File: src/rtl/rom_arb_pkg.sv
// Shared types and constants for the two-port instruction-ROM arbiter.
// Optional feature in rom_arbiter: ROM_ARB_ALIGN_CHK_EN (misaligned-address check).
package rom_arb_pkg;

    typedef enum logic {
        IDLE = 1'b0,
        RD   = 1'b1
    } state_t;

    localparam logic PORT_IF = 1'b0;
    localparam logic PORT_LD = 1'b1;

    localparam int ADDR_W_DEF = 12;
    localparam int DATA_W_DEF = 32;

endpackage

File: src/rtl/rom_arbiter_rr_pick2.sv
// Two-way round-robin tie-break: the port not served last wins a tie,
// and a lone requester always wins.
module rr_pick2
    import rom_arb_pkg::*;
(
    input  logic       req_if,
    input  logic       req_ld,
    input  logic       last,
    output logic [1:0] grant
);

    always_comb begin
        grant = 2'b00;
        if (req_if && (!req_ld || last == PORT_LD)) begin
            grant[PORT_IF] = 1'b1;
        end else if (req_ld) begin
            grant[PORT_LD] = 1'b1;
        end
    end

endmodule

File: src/rtl/rom_arbiter.sv
// Fetch/load arbiter in front of a combinational instruction ROM.
// Define ROM_ARB_ALIGN_CHK_EN to zero-fill and flag misaligned reads.
module rom_arbiter
    import rom_arb_pkg::*;
#(
    parameter int ADDR_W = ADDR_W_DEF,
    parameter int DATA_W = DATA_W_DEF
) (
    input  logic              clk,
    input  logic              rst,
    input  logic              if_req,
    input  logic [ADDR_W-1:0] if_addr,
    output logic              if_ack,
    output logic [DATA_W-1:0] if_data,
    input  logic              ld_req,
    input  logic [ADDR_W-1:0] ld_addr,
    output logic              ld_ack,
    output logic [DATA_W-1:0] ld_data,
    output logic [ADDR_W-1:0] rom_addr,
    input  logic [DATA_W-1:0] rom_data,
    output logic              busy,
    output logic              addr_err
);

    state_t            state, state_nx;
    logic              owner, owner_nx;
    logic              last, last_nx;
    logic [ADDR_W-1:0] rom_addr_nx;
    logic [DATA_W-1:0] if_data_nx, ld_data_nx, rd_word;
    logic              if_ack_nx, ld_ack_nx, addr_err_nx;
    logic              own_req, misalign;
    logic [1:0]        grant;

    rr_pick2 u_pick (
        .req_if (if_req),
        .req_ld (ld_req),
        .last   (last),
        .grant  (grant)
    );

    assign own_req = (owner == PORT_IF) ? if_req : ld_req;

`ifdef ROM_ARB_ALIGN_CHK_EN
    assign misalign = |rom_addr[1:0];
`else
    assign misalign = 1'b0;
`endif

    assign rd_word = misalign ? '0 : rom_data;
    assign busy    = (state == RD);

    always_comb begin
        state_nx    = state;
        owner_nx    = owner;
        last_nx     = last;
        rom_addr_nx = rom_addr;
        if_data_nx  = if_data;
        ld_data_nx  = ld_data;
        if_ack_nx   = 1'b0;
        ld_ack_nx   = 1'b0;
        addr_err_nx = 1'b0;
        unique case (state)
            IDLE: begin
                if (|grant) begin
                    owner_nx    = grant[PORT_LD];
                    last_nx     = grant[PORT_LD];
                    rom_addr_nx = grant[PORT_LD] ? ld_addr : if_addr;
                    state_nx    = RD;
                end
            end
            RD: begin
                state_nx = IDLE;
                // An owner that gave up its request gets neither ack nor data.
                if (own_req) begin
                    addr_err_nx = misalign;
                    if (owner == PORT_IF) begin
                        if_data_nx = rd_word;
                        if_ack_nx  = 1'b1;
                    end else begin
                        ld_data_nx = rd_word;
                        ld_ack_nx  = 1'b1;
                    end
                end
            end
        endcase
    end

    always_ff @(posedge clk) begin
        if (rst) begin
            state    <= IDLE;
            owner    <= PORT_IF;
            last     <= PORT_LD;
            rom_addr <= '0;
            if_data  <= '0;
            ld_data  <= '0;
            if_ack   <= 1'b0;
            ld_ack   <= 1'b0;
            addr_err <= 1'b0;
        end else begin
            state    <= state_nx;
            owner    <= owner_nx;
            last     <= last_nx;
            rom_addr <= rom_addr_nx;
            if_data  <= if_data_nx;
            ld_data  <= ld_data_nx;
            if_ack   <= if_ack_nx;
            ld_ack   <= ld_ack_nx;
            addr_err <= addr_err_nx;
        end
    end

endmodule

File: config.mk
export PLATFORM = sky130hd
export DESIGN_NAME = rom_arbiter
export DESIGN_NICKNAME = d
export VERILOG_FILES = /design/src/rtl/rom_arb_pkg.sv /design/src/rtl/rom_arbiter_rr_pick2.sv /design/src/rtl/rom_arbiter.sv
export SDC_FILE = /design/constraint.sdc
export NUM_CORES = 1
export LEC_CHECK = 0
export ABC_AREA = 1
export CORE_MARGIN = 10
export CORE_UTILIZATION = 35
export CTS_CLUSTER_SIZE = 12
export DETAILED_ROUTE_END_ITERATION = 16
export PLACE_DENSITY = 0.68
export SLEW_MARGIN = 10
export SYNTH_ARGS = -nofsm -noshare
export SYNTH_HDL_FRONTEND = slang
export SYNTH_HIERARCHICAL = 1
export SYNTH_SLANG_ARGS = --single-unit
File: constraint.sdc
create_clock -name clk -period 2.85 [get_ports clk]
set_input_delay 0.285 -clock clk [delete_from_list [all_inputs] [get_ports clk]]
set_output_delay 0.285 -clock clk [all_outputs]
set_load 0.03 [all_outputs]
==> results of run 1 <==
[tightest hold or removal path, cell delays in order, from the launching register on]
cell and delay, ps:
dfxtp_1 310, nand2_1 60, a21oi_1 50
[Yosys cell counts]
| cell | number |
|---|---|
| buf_4 | 9 |
| dfxtp_1 | 81 |
| a21boi_2 | 1 |
| nand2_2 | 2 |
| conb_1 | 1 |
| nand2_1 | 72 |
| o21ai_1 | 5 |
| buf_2 | 18 |
| o21ai_4 | 1 |
| buf_6 | 3 |
| nand3_2 | 1 |
| inv_1 | 28 |
| nor2_1 | 90 |
| a21oi_1 | 32 |
| nand4_1 | 32 |
| clkbuf_1 | 5 |
| clkbuf_2 | 1 |
| o21ai_0 | 39 |
| a21oi_2 | 2 |
| nor2_4 | 1 |
| nand3b_2 | 1 |
| inv_2 | 1 |
| nand3_1 | 2 |
[registers in the layout, summed over array words and instances, names as in the netlist]
| name | cells |
|---|---|
| ld_data | 32 |
| ld_ack | 1 |
| last | 1 |
| busy | 1 |
| if_data | 32 |
| if_ack | 1 |
| rom_addr | 12 |
| owner | 1 |
[report_power, final]
group	internal, mW	leakage (nW)	total (mW)	switching, mW
Sequential	1.19	0.660	1.23	0.0356
Clock	0.414	0.0977	0.860	0.446
Combinational	0.223	1.13	0.531	0.308
Total	1.83	1.89	2.62	0.790
[area by class of cell]
cell class	instances	area, um^2	area share (%)
clock buffer	9	124	2.59
clock inverter	7	78.8	1.65
multi-input combinational	282	1290	27.0
inverter	29	109	2.27
tap	111	139	2.90
timing repair buffer	144	1430	29.8
sequential	81	1620	33.8
[per-stage QoR]
step / setup slack, ps / std cells
floorplan: 1570 / 428
global placement: 860 / 647
detailed placement: 858 / 647
CTS: 701 / 663
global route: 640 / 663
finish: 730 / 663
[cell families (layout without fill, tap and decap cells)]
logic type             after synthesis  after routing  share of synthesized area, %
AO/OA/AOI/OAI                       80             80                          13.1
buffers and inverters               65            189                          10.0
AND/OR/NAND/NOR                    201            201                          26.7
other                                1              1                         0.116
flip-flops                          81             81                          50.1
[how the worst max path moves through the flow]
stage                          from                  endpoint  slack (ps)  cells after the start
floorplan           busy$_SDFF_PP0_  rom_addr[6]$_SDFFE_PP0P_        1570                      7
global placement             ld_req         if_ack$_SDFF_PP0_         860                      5
detailed placement           ld_req         if_ack$_SDFF_PP0_         860                      5
CTS                 busy$_SDFF_PP0_                      busy         700                      1
global route        busy$_SDFF_PP0_                      busy         640                      1
finish              busy$_SDFF_PP0_                      busy         730                      1
[layer usage]
metal / global-route usage, % / routed length (um) / vias to the layer above
met3: 5.96 / 996 / 12
met5: 0 / 0 / -
met1: 17.1 / 4250 / 1477
li1: - / - / 1615
met4: 5.50 / 126 / 0
met2: 24.0 / 4760 / 112
==> summary.md, run 1 <==
| Metric | Value |
|---|---|
| DP Wirelength | 7250 um |
| Pleak | 1.89 nW |
| Synth Area per Inst | 7.57 um^2 |
| Initial antenna violation count | 0 |
| CTS root buf | clkbuf_8 |
| Core area | 0.00911 mm^2 |
| Total routed wirelength | 10100 um |
| Buffers on Ports | 138 |
| Worst-margin pin slew | 760 ps |
| Most common cell after layout, fill and taps aside | clkdlybuf4s50_1 |
| DR iter-0 viols | 171 |
| Antenna viol nets, final | 0 |
| Worst min path class | reg2reg |
| Worst path required time | 2570 ps |
| Drt pass-1 iters | 6 |
| Cell variety after synth | 23 |
| Final nets | 607 |
| Die Wd | 116 um |
| Syn Inst Count | 428 |
| R2r startpoint | busy$_SDFF_PP0_ |
| Maxcap violations | 0 |
| Synth top area share | 50.1% |
| CTS tree | built |
| Worst r2r dst | if_ack$_SDFF_PP0_ |
| CP startpoint kind | flip-flop |
| CTS Buf Count | 9 |
| Max Fanout on Critical Path | 13 |
| Critical path class | reg2out |
| RD Place Congestion | 0.785 |
| Cell Pwr Density | 546 mW/mm^2 |
| I/O Pins | 140 |
| Status | finished, final reports clean |
| Final Cycle Share | 74.4% |
| RSZ-0062 raised after global routing | false |
| Average wire per standard cell | 15.3 um |
| Clock Sinks | 81 |
| Cell family with most CP delay | buffers and inverters |
| WHS | 468 ps |
| Commonest non-fill, non-tap cells in the layout | clkdlybuf4s50_1, nor2_1, dfxtp_1, nand2_1, o21ai_0 |
| Starting Density | 35.5% |
| Min Tclk post-route | 2120 ps |
| Sum of negative setup slack | 0 ps |
| Synthesis-to-layout area growth | 48.0% |
| Final Skew | 12.6 ps |
| Worst path bufs/invs | 1 |
| VDD IR max | 0.213 mV |
| Die area | 0.0135 mm^2 |
| First-pass GRT wire length | 16100 um |
| Die height | 116 um |
| Setup bufs post-CTS | 0 |
| Fmax | 472 MHz |
| #FFs+latches synth | 81 |
| Post-CTS Resized | 0 |
| # fillers | 878 |
| Std-Cell Rows | 35 |
| Crit path cell chain | clkdlybuf4s50_1 |
| CTS Buffer Depth | 2 |
| Synth Cell Area | 0.00324 mm^2 |
| Hold buffer count at cts | 0 |
| Reg2reg path depth | 4 |
| Vias in the first global route | 3258 |
| Final Cell Area | 0.00479 mm^2 |
| Total power | 2.62 mW |
| Hold path cells | 2 |
| Seq/Total Area, Yosys | 50.1% |
| Grt total ovfl | 0 |
| Htree depth | 3 |
| Fin. max-slew vios | 0 |
| All-layer global routing usage | 14.8% |
| R2r setup slk | 950 ps |
| Placed instance area | 0.00459 mm^2 |
| Residual DRC | 0 |
| Via-to-Cell Ratio | 4.85 |
| Layout Utilization | 52.6% |
| Slew margin rel. | 49.1% |
| Final Hold Vio Count | 0 |
| Via count | 3216 |
| Worst Hold Path EP | ld_data[7]$_SDFFE_PP0P_ |
| Share of cells above drive strength 1 | 5.80% |
| Antenna Cells | 0 |
| Critical Path Sink Type | primary output |
| Final setup viols | 0 |
| Largest cells by area after synthesis | dfxtp_1, nor2_1, nand2_1 |
| CTS clk-pin slew, worst paths | 80 ps |
| Hold path startpoint | ld_data[7]$_SDFFE_PP0P_ |
| CP max stage delay | 810 ps |
| Synth warnings | 6 |
| Crit-path slowest cell | clkdlybuf4s50_1 |
| Largest net degree at the start of global routing | 48 |
| Dominant cell type by area after synthesis | dfxtp_1 |
| Syn nets | 488 |
| Worst-Skew Late Latency | 350 ps |
| Worst EP arrival | 1840 ps |
Note: power is estimated with default switching activity, not from simulation.
==> run 2: changes to the inputs <==
--- a/config.mk
+++ b/config.mk
@@ -10,7 +10,7 @@
 export CORE_UTILIZATION = 35
 export CTS_CLUSTER_SIZE = 12
 export DETAILED_ROUTE_END_ITERATION = 16
-export PLACE_DENSITY = 0.68
+export PLACE_DENSITY = 0.71
 export SLEW_MARGIN = 10
 export SYNTH_ARGS = -nofsm -noshare
 export SYNTH_HDL_FRONTEND = slang
==> constraint.sdc (replaced) <==
create_clock -name clk -period 1.84 [get_ports clk]
set_input_delay 0.184 -clock clk [delete_from_list [all_inputs] [get_ports clk]]
set_output_delay 0.184 -clock clk [all_outputs]
set_load 0.03 [all_outputs]
==> summary.md, run 2 (same netlist as run 1, synthesis figures left out) <==
| Metric | Value |
|---|---|
| Reg2reg path depth | 7 (was 4) |
| Crit-path slowest cell | clkdlybuf4s50_1 (unchanged) |
| CP max stage delay | 690 ps (was 810 ps) |
| Worst-Skew Late Latency | 340 ps (was 350 ps) |
| Area of the multi-input gates | 0.00129 mm^2 (unchanged) |
| Worst EP arrival | 1390 ps (was 1840 ps) |
| Maxcap violations | 0 (unchanged) |
| Via count | 3193 (was 3216) |
| Max Fanout on Critical Path | 2 (was 13) |
| Sum of negative setup slack | 0 ps (unchanged) |
| Drt pass-1 iters | 4 (was 6) |
| Worst path required time | 1660 ps (was 2570 ps) |
| RD Place Congestion | 0.826 (was 0.785) |
| Status | finished, final reports clean (unchanged) |
| Final Cycle Share | 85.6% |
| Commonest non-fill, non-tap cells in the layout | clkdlybuf4s50_1, nor2_1, dfxtp_1, nand2_1, o21ai_0 (unchanged) |
| CP startpoint kind | flip-flop (unchanged) |
| DP Wirelength | 7870 um (was 7250 um) |
| I/O Pins | 140 (unchanged) |
| Total routed wirelength | 10400 um (was 10100 um) |
| Std-Cell Rows | 35 (unchanged) |
| Final nets | 619 (was 607) |
| Fin. max-slew vios | 0 (unchanged) |
| Non-filler cells, final | 675 (was 663) |
| RSZ-0062 raised after global routing | false (unchanged) |
| Cell family with most CP delay | buffers and inverters (unchanged) |
| Synthesis-to-layout area growth | 52.0% (was 48.0%) |
| Residual DRC | 0 (unchanged) |
| Share of cells above drive strength 1 | 7.62% (was 5.80%) |
| Average wire per standard cell | 15.4 um (was 15.3 um) |
| Final Cell Area | 0.00492 mm^2 (was 0.00479 mm^2) |
| Core area | 0.00911 mm^2 (unchanged) |
| Sequential cell area | 0.00162 mm^2 (unchanged) |
| Placed instance area | 0.00470 mm^2 (was 0.00459 mm^2) |
| Largest net degree at the start of global routing | 35 (was 48) |
| Antenna viol nets, final | 0 (unchanged) |
| Initial antenna violation count | 0 (unchanged) |
| CTS tree | built (unchanged) |
| Die area | 0.0135 mm^2 (unchanged) |
| Crit path cell chain | clkdlybuf4s50_1 (unchanged) |
| Hold buffer count at cts | 0 (unchanged) |
| Pleak | 1.97 nW (was 1.89 nW) |
| Vias in the first global route | 3277 (was 3258) |
| All-layer global routing usage | 15.4% (was 14.8%) |
| R2r setup slk | 480 ps (was 950 ps) |
| Setup bufs post-CTS | 0 (unchanged) |
| Die height | 116 um (unchanged) |
| CTS Buffer Depth | 2 (unchanged) |
| DR iter-0 viols | 147 (was 171) |
| Biggest regs | if_data (32), ld_data (32), rom_addr (12) (unchanged) |
| Hold path cells | 3 (was 2) |
| Grt total ovfl | 0 (unchanged) |
| Min Tclk post-route | 1580 ps |
| Worst path bufs/invs | 1 (unchanged) |
| Cell Pwr Density | 851 mW/mm^2 (was 546 mW/mm^2) |
| Antenna Cells | 0 (unchanged) |
| Final setup viols | 0 (unchanged) |
| Hold path startpoint | rom_data[18] (was ld_data[7]$_SDFFE_PP0P_) |
| Most common cell after layout, fill and taps aside | clkdlybuf4s50_1 (unchanged) |
| Die Wd | 116 um (unchanged) |
| Final Skew | 10.1 ps (was 12.6 ps) |
| Post-CTS Resized | 0 (unchanged) |
| R2r startpoint | busy$_SDFF_PP0_ (unchanged) |
| CTS clk-pin slew, worst paths | 80 ps (about the same) |
| Critical path class | reg2out (unchanged) |
| CTS root buf | clkbuf_8 (unchanged) |
| Critical Path Sink Type | primary output (unchanged) |
| Via-to-Cell Ratio | 4.73 (was 4.85) |
| Worst Hold Path EP | ld_data[18]$_SDFFE_PP0P_ (was ld_data[7]$_SDFFE_PP0P_) |
| Clock Sinks | 81 (unchanged) |
| First-pass GRT wire length | 16700 um (was 16100 um) |
| Htree depth | 3 (unchanged) |
| VDD IR max | 0.518 mV (was 0.213 mV) |
| Placed Instances | 659 (was 647) |
| CTS Buf Count | 9 (unchanged) |
| Starting Density | 35.5% (unchanged) |
| Worst r2r dst | rom_addr[4]$_SDFFE_PP0P_ (was if_ack$_SDFF_PP0_) |
| Fmax | 635 MHz |
| CP startpoint | ld_data[1]$_SDFFE_PP0P_ (was busy$_SDFF_PP0_) |
| # fillers | 851 (was 878) |
| Final Hold Vio Count | 0 (unchanged) |
| Buffers on Ports | 138 (unchanged) |
| Worst min path class | in2reg (was reg2reg) |
[run 2: per-layer routing]
layer	track usage, %	wire length, um	vias up
met2	25.3	4930	98
li1	-	-	1645
met1	17.8	4430	1444
met3	6.42	940	6
met4	4.84	72	0
met5	0	0	-
[run 2: layout make-up]
class | instances | share of cell area, %
multi-input cells | 282 | 26.3
well taps | 111 | 2.82
repair buffers | 156 | 31.3
clock inverters | 4 | 1.55
inverters | 29 | 2.21
flip-flops and latches | 81 | 32.9
clock buffers | 12 | 2.95
[run 2: power breakdown]
part	internal (mW)	total, mW	switching [mW]
clock	0.805	1.43	0.624
sequential	1.84	1.90	0.0546
combinational	0.374	0.860	0.486
[run 2: stage by stage]
step	total power, mW	hold slack [ps]	util, %	setup slack [ps]
after CTS	4.24	424	54.0	237
after global routing	4.39	451	54.0	210
after detailed placement	2.81	457	51.6	114
final	4.19	440	54.0	264
after global placement	2.79	451	51.6	187
after floorplan	2.40	319	-	563
[run 2: worst max-delay path by stage]
stage	slack (ps)	depth (start not counted)	to
after floorplan	560	7	rom_addr[6]$_SDFFE_PP0P_
after global placement	190	7	rom_addr[11]$_SDFFE_PP0P_
after detailed placement	110	6	rom_addr[6]$_SDFFE_PP0P_
after CTS	240	1	ld_data[17]
after global routing	210	1	ld_data[31]
final	260	1	ld_data[1]
==> run 3: changes to the inputs <==
--- a/config.mk
+++ b/config.mk
@@ -6,9 +6,9 @@
 export NUM_CORES = 1
 export LEC_CHECK = 0
 export ABC_AREA = 1
+export CAP_MARGIN = 20
 export CORE_MARGIN = 10
 export CORE_UTILIZATION = 35
-export CTS_CLUSTER_SIZE = 12
 export DETAILED_ROUTE_END_ITERATION = 16
 export PLACE_DENSITY = 0.71
 export SLEW_MARGIN = 10
==> results of run 3 <==
Same layout as run 2: the final DEF is identical, and so are final timing and power.
